--- config.mk ---
export PLATFORM = sky130hd
export DESIGN_NAME = alu_operand_loader_flat
export DESIGN_NICKNAME = d
export VERILOG_FILES = /design/src/rtl/alu_operand_loader_if.sv /design/src/rtl/alu_operand_loader.sv /design/src/flat_wrapper.sv
export SDC_FILE = /design/constraint.sdc
export NUM_CORES = 1
export LEC_CHECK = 0
export CELL_PAD_IN_SITES_DETAIL_PLACEMENT = 0
export CELL_PAD_IN_SITES_GLOBAL_PLACEMENT = 1
export CORE_AREA = 2 2 74 111
export DETAILED_ROUTE_END_ITERATION = 10
export DIE_AREA = 0 0 76 113
export PLACE_DENSITY = 0.64
export SYNTH_ARGS = -nofsm -noshare
export SYNTH_HDL_FRONTEND = slang
export SYNTH_SLANG_ARGS = --single-unit
--- constraint.sdc ---
create_clock -name clk -period 1.9 [get_ports clk]
set_input_delay 0.57 -clock clk [delete_from_list [all_inputs] [get_ports clk]]
set_output_delay 0.57 -clock clk [all_outputs]
set_load 0.005 [all_outputs]
--- src/rtl/alu_operand_loader_if.sv ---
// Operand-loader bus: the switch/button inputs and the operand/status outputs.
// The slave modport belongs to the loader; the master modport belongs to whatever drives the switches.
interface alu_operand_loader_if;
    logic [4:0] sw;
    logic       btn_load;
    logic       btn_clear;
    logic [4:0] A;
    logic [4:0] B;
    logic [2:0] Fxn;
    logic       valid;
    logic [1:0] state;

    modport master (
        output sw, btn_load, btn_clear,
        input  A, B, Fxn, valid, state
    );

    modport slave (
        input  sw, btn_load, btn_clear,
        output A, B, Fxn, valid, state
    );
endinterface

--- src/rtl/alu_operand_loader.sv ---
// Loads ALU operands A, B and the function select from switches, one debounced load press per field.
// A debounced clear press returns the loader to the empty state.
module alu_operand_loader #(
    parameter int DEB_CYCLES = 16
) (
    input  logic                  clk,
    input  logic                  rst_n,
    alu_operand_loader_if.slave   bus
);

    typedef enum logic [1:0] {
        S_A   = 2'b00,
        S_B   = 2'b01,
        S_F   = 2'b10,
        S_RDY = 2'b11
    } state_t;

    localparam logic [15:0] CNT_MAX = 16'(DEB_CYCLES - 1);

    // Bit 0 is the load button, bit 1 is the clear button.
    logic [1:0]       r_sync1;
    logic [1:0]       r_sync2;
    logic [1:0]       r_deb;
    logic [1:0]       r_debPrev;
    logic [1:0]       r_pulse;
    logic [1:0][15:0] r_cnt;

    state_t     r_state;
    state_t     w_stateNext;
    logic [4:0] r_a;
    logic [4:0] r_b;
    logic [2:0] r_fxn;
    logic       r_valid;
    logic [4:0] w_aNext;
    logic [4:0] w_bNext;
    logic [2:0] w_fxnNext;
    logic       w_loadEv;
    logic       w_clearEv;

    // The debounced level changes only after DEB_CYCLES consecutive cycles in which the synchronized level
    // disagrees with it, so shorter bursts are absorbed. The pulse fires one cycle after a rising debounced level.
    always_ff @(posedge clk or negedge rst_n) begin
        if (!rst_n) begin
            r_sync1   <= '0;
            r_sync2   <= '0;
            r_deb     <= '0;
            r_debPrev <= '0;
            r_pulse   <= '0;
            r_cnt     <= '0;
        end else begin
            r_sync1   <= {bus.btn_clear, bus.btn_load};
            r_sync2   <= r_sync1;
            r_debPrev <= r_deb;
            r_pulse   <= r_deb & ~r_debPrev;
            for (int i = 0; i < 2; i++) begin
                if (r_sync2[i] == r_deb[i]) begin
                    r_cnt[i] <= '0;
                end else if (r_cnt[i] == CNT_MAX) begin
                    r_deb[i] <= ~r_deb[i];
                    r_cnt[i] <= '0;
                end else begin
                    r_cnt[i] <= r_cnt[i] + 16'd1;
                end
            end
        end
    end

    assign w_loadEv  = r_pulse[0];
    assign w_clearEv = r_pulse[1];

    always_comb begin
        w_stateNext = r_state;
        w_aNext     = r_a;
        w_bNext     = r_b;
        w_fxnNext   = r_fxn;
        if (w_clearEv) begin
            w_stateNext = S_A;
            w_aNext     = '0;
            w_bNext     = '0;
            w_fxnNext   = '0;
        end else if (w_loadEv) begin
            unique case (r_state)
                S_A: begin
                    w_aNext     = bus.sw;
                    w_stateNext = S_B;
                end
                S_B: begin
                    w_bNext     = bus.sw;
                    w_stateNext = S_F;
                end
                S_F: begin
                    w_fxnNext   = bus.sw[2:0];
                    w_stateNext = S_RDY;
                end
                S_RDY: begin
                    // A new operation starts here; B and Fxn stay until they are reloaded.
                    w_aNext     = bus.sw;
                    w_stateNext = S_B;
                end
                default: w_stateNext = S_A;
            endcase
        end
    end

    always_ff @(posedge clk or negedge rst_n) begin
        if (!rst_n) begin
            r_state <= S_A;
            r_a     <= '0;
            r_b     <= '0;
            r_fxn   <= '0;
            r_valid <= 1'b0;
        end else begin
            r_state <= w_stateNext;
            r_a     <= w_aNext;
            r_b     <= w_bNext;
            r_fxn   <= w_fxnNext;
            r_valid <= (w_stateNext == S_RDY);
        end
    end

    assign bus.A     = r_a;
    assign bus.B     = r_b;
    assign bus.Fxn   = r_fxn;
    assign bus.valid = r_valid;
    assign bus.state = r_state;

endmodule
--- src/flat_wrapper.sv ---
// flat-port wrapper written by rule: the top's interface ports become plain ports
module alu_operand_loader_flat 
#(
    parameter int DEB_CYCLES = 16
)
  (clk, rst_n, bus_sw, bus_btn_load, bus_btn_clear, bus_A, bus_B, bus_Fxn, bus_valid, bus_state);
  alu_operand_loader_if bus_i ();
  input  logic clk;
  input  logic rst_n;
  input wire logic [$bits(bus_i.sw)-1:0] bus_sw;
  input wire logic [$bits(bus_i.btn_load)-1:0] bus_btn_load;
  input wire logic [$bits(bus_i.btn_clear)-1:0] bus_btn_clear;
  output wire logic [$bits(bus_i.A)-1:0] bus_A;
  output wire logic [$bits(bus_i.B)-1:0] bus_B;
  output wire logic [$bits(bus_i.Fxn)-1:0] bus_Fxn;
  output wire logic [$bits(bus_i.valid)-1:0] bus_valid;
  output wire logic [$bits(bus_i.state)-1:0] bus_state;
  assign bus_i.sw = bus_sw;
  assign bus_i.btn_load = bus_btn_load;
  assign bus_i.btn_clear = bus_btn_clear;
  assign bus_A = bus_i.A;
  assign bus_B = bus_i.B;
  assign bus_Fxn = bus_i.Fxn;
  assign bus_valid = bus_i.valid;
  assign bus_state = bus_i.state;
  alu_operand_loader #(.DEB_CYCLES(DEB_CYCLES)) u_core (.clk(clk), .rst_n(rst_n), .bus(bus_i));
endmodule
# == After elaboration in Yosys (flattened, before gate mapping) ==
# Index checks and enable logic that the tools add are counted.
# W data, S select, Z words.
# op_classes
n_mux,16
n_reduce_logical,11
eq_ne,8
n_addsub,2
bitwise,6
# op_table
operator,n
$mux W16,4
$add A16 B1 Y16 const B,2
$eq A16 B4 Y1 const B,2
$mux W5,6
$reduce_and A2 Y1,5
$mux W3,3
$reduce_bool A2 Y1,4
$eq A2 B2 Y1 const B,3
$pmux W2 S3,1
$mux W2,2
$not A1 Y1,4
$and A2 B2 Y2,1
$eq A1 B1 Y1,2
$eq A2 B1 Y1 const B,1
$logic_not A2 Y1,1
$not A2 Y2,1
$reduce_or A2 Y1,1
# word_totals
word_cells,56
ff_bits,58
in_bits,9

# == Logic depth before layout (Yosys ltp) ==
# depth
word_depth,6
ltp_mapped,6
ltp_nobuf,6

# == Worst setup path before layout ==
# Ideal clock, no wire load.
# synth_path
path_type,register to register
start,register u_core.r_cnt[16] in the netlist's numbering
end,register u_core.r_deb[1]
stages_incl_launch_ff,5
period_less_slack_ns,1.404
path_buffers,0
path_slack_ns,0.496
required_time_ns,1.772
t_arrival_ns,1.277
cell_sequence,dfrtp_1 -> ha_1 -> and3_1 -> nand4_1 -> mux2_1
# synth_via
elab_chain_cells,2
# synth_lines
item,line,source
"start, declared",alu_operand_loader.sv:26,logic [1:0][15:0] r_cnt;
"start signal, assigned by index",alu_operand_loader.sv:62,r_cnt[i] <= r_cnt[i] + 16'd1;
$eq A16 B4 Y1,alu_operand_loader.sv:58,end else if (r_cnt[i] == CNT_MAX) begin
$reduce_and A2 Y1 (no line),n/a,
"end signal, assigned by index",alu_operand_loader.sv:59,r_deb[i] <= ~r_deb[i];
"end, declared",alu_operand_loader.sv:23,logic [1:0] r_deb;
# Every way passes these cells.
# A chain may end at the register's enable or synchronous reset.

# == Final worst setup path ==
# layout_path
start,"register u_core.r_state[0], in the netlist u_core.bus.state[0]"
end,output port bus_state[0]
# layout_lines
item,line,source
"start, declared",alu_operand_loader.sv:28,state_t r_state;
"start signal, assigned",alu_operand_loader.sv:113,r_state <= w_stateNext;
"end, declared",flat_wrapper.sv:17,output wire logic [$bits(bus_i.state)-1:0] bus_state;
# No word-level cell between the ends.

==> flow_metrics.py <==
metrics = {
    "status": {
        "status": "completed",
    },
    "routing": {
        "vias": 1868,
        "ant_nets": 0,
        "firstDrtPassIters": 4,
        "routedWlPerCell_um": 13.4,
        "drtIter0Drc": 69,
        "viasPerCell": 4.81,
        "drc": 0,
        "drt-total-wl_um": 5210,
    },
    "synthesis": {
        "synthCells": 250,
        "synth_nets": 264,
        "synth_warnings": 0,
        "synth_xor_area_share_pct": 10.1,
        "yosysSeqAreaShare_pct": 55.6,
        "ys_types": 25,
        "avgSynthCellArea_sq_um": 10.4,
        "synth_area_sq_mm": 0.00261,
        "synth-adder-area-share_pct": 2.40,
        "ys_ff_latch": 58,
        "synth_top_family_by_area": "simple AND/OR/NAND/NOR gates",
        "synth_compound_area_share_pct": 2.69,
        "synth_simple_gate_area_share_pct": 25.5,
        "yosys-mux-area-fraction_pct": 1.25,
    },
    "setup_path": {
        "path_delay_family": "buffers and inverters",
        "path_cells": "clkdlybuf4s50_1",
        "worstSetupPathType": "register to primary output",
        "crit_arrival_ns": 1.24,
        "end_kind": "primary output",
        "crit_buf_inv": 1,
        "crit_fanout": 4,
        "critical_path.max_stage_delay_ns": 0.52,
        "slowest_stage": "clkdlybuf4s50_1",
        "critPathRequiredTime_ns": 1.33,
        "crit_path_start_kind": "register",
    },
    "place": {
        "gp_congestion": 0.777,
        "dp_hpwl_um": 3650,
        "post-place-ws_ns": 0.266,
        "port_buffers": 24,
    },
    "clock_network": {
        "clkTransAtPathRegs_ns": 0.06,
        "cts_inserted_buffers": 9,
        "cts_resized": 0,
        "cts_root_buf": "clkbuf_16",
        "cts_hold_buf": 0,
        "insertion_delay_ns": 0.33,
        "clkSinkCount": 58,
        "post_cts_buffers": 0,
        "cts_max_level": 3,
        "clk_path_buf_depth": 2,
        "tritoncts": "done",
    },
    "floorplan": {
        "die_w_um": 76,
        "ioPinCount": 25,
        "dieHeight_um": 113,
        "core_area_sq_mm": 0.00756,
        "rows": 39,
        "initial_core_util_pct": 34.5,
        "die_area_sq_mm": 0.00859,
    },
    "grt": {
        "antenna_found_initial": 0,
        "track_usage_pct": 13.6,
        "grt_max_degree": 22,
        "grt_pass1_vias": 1892,
        "grt-ovfl-total": 0,
        "grt_pass1_wl_um": 9010,
    },
    "timing": {
        "worstMarginPinSlew_ns": 0.535,
        "setup_violations": 0,
        "rsz0062_at_grt": "false",
        "final-max-slew-violation-count": 0,
        "fmax_ghz": 0.552,
        "max-slew-margin-rel_pct": 64.3,
        "fin_crit_ns": 1.81,
        "setup_slack_ns": 0.0895,
        "timing.final.crit_share_pct": 95.3,
        "report.final.hold_viol_count": 0,
        "setup_tns_ns": 0,
        "clock_skew_ns": 0.00679,
    },
    "cells_and_area": {
        "final_cell_mix": "58 x dfrtp_1, 33 x nor2_1, 24 x xnor2_1",
        "fin_nets": 295,
        "antenna_cells": 0,
        "layout_commonest_cell": "dfrtp_1",
        "area_growth_pct": 24.7,
        "drive_above_1_share_pct": 11.9,
    },
    "power_and_ir_drop": {
        "p_per_area_mw_per_mm2": 886,
        "vdd_ir_drop_max_mv": 0.521,
        "p_leak_nw": 1.34,
    },
    "hold_path": {
        "hp-class": "primary input to async pin",
    },
    "job": {
        "drv_cap": 0,
    },
}
## state kept, by name, summed over array words and instances (netlist names)
signal	flops
u_core.r_deb	2
u_core.r_debPrev	2
u_core.r_pulse	2
u_core.bus.A	5
u_core.bus.B	5
u_core.r_sync1	2
u_core.bus.valid	1
u_core.bus.Fxn	3
u_core.r_sync2	2
u_core.bus.state	2
u_core.r_cnt	32
## synth_stat cells, drive strengths merged
cell type,n,area (sq um)
nand4,14,100
nand2,24,95.1
nor2,35,136
nor3,10,50.1
clkbuf,3,11.3
and3,4,25.0
ha,5,62.6
xnor2,24,210
nor4,12,119
o21ai,1,5.00
nand3,23,115
nor2b,3,18.8
a21oi,13,65.1
xor2,6,52.6
mux2i,1,10.0
mux2,2,22.5
dfrtp,58,1450
buf,5,30.0
inv,6,22.5
and2,1,6.26
## power breakdown
part	internal, mW	switching, mW
Sequential	1.26	0.0236
Clock	0.915	0.567
Combinational	0.0544	0.0616
## logic make-up (layout without fill, tap and decap cells)
group / after synthesis / after routing
buffers and inverters: 14 / 50
multiplexers: 3 / 3
XOR/XNOR: 30 / 30
adder cells (fa/ha/maj): 5 / 5
AND/OR/NAND/NOR: 126 / 126
AO/OA/AOI/OAI: 14 / 14
flip-flops: 58 / 58
## per-stage QoR
| stage | total power, mW | utilization [%] | cells | instance area (sq um) | hold WS (ns) |
|---|---|---|---|---|---|
| after global placement | 1.43 | 39.3 | 372 | 2970 | 0.333 |
| after floorplan | 1.34 | - | 250 | 2610 | 0.274 |
| final | 2.88 | 43.0 | 388 | 3250 | 0.206 |
| after global routing | 3.02 | 43.0 | 388 | 3250 | 0.222 |
| after detailed placement | 1.43 | 39.3 | 372 | 2970 | 0.335 |
| after CTS | 2.92 | 43.0 | 388 | 3250 | 0.220 |
## final cells by class
type                       instances  area [sq um]
tap                              102           128
sequential                        58          1450
clock buffer                      10           239
inverter                           6          22.5
fill                             736          4310
timing repair buffer              28           278
clock inverter                     6          42.5
multi-input combinational        178          1090
## metal layers
metal | global-route usage [%] | wire [um] | vias up
met5 | 0 | 0 | -
li1 | - | - | 919
met2 | 22.6 | 2690 | 32
met4 | 8.00 | 123 | 0
met3 | 4.39 | 161 | 13
met1 | 15.3 | 2230 | 904
## final timing paths
path                                          startpoint                       endpoint  slack (ns)  depth (start not counted)
max                        u_core.bus.state[0]$_DFF_PN0_                   bus_state[0]        0.09                          1
min                                                rst_n  u_core.bus.Fxn[0]$_DFFE_PN0P_        0.21                          1
max reg2reg                   u_core.r_cnt[16]$_DFF_PN0_     u_core.r_cnt[18]$_DFF_PN0_        0.27                          5
min reg2reg                  u_core.r_sync1[1]$_DFF_PN0_    u_core.r_sync2[1]$_DFF_PN0_        0.35                          0
max in group asynchronous                          rst_n     u_core.r_cnt[14]$_DFF_PN0_        1.11                          2
min in group clk             u_core.r_sync1[1]$_DFF_PN0_    u_core.r_sync2[1]$_DFF_PN0_        0.35                          0
No activity file was read; power rests on OpenSTA's default activity.
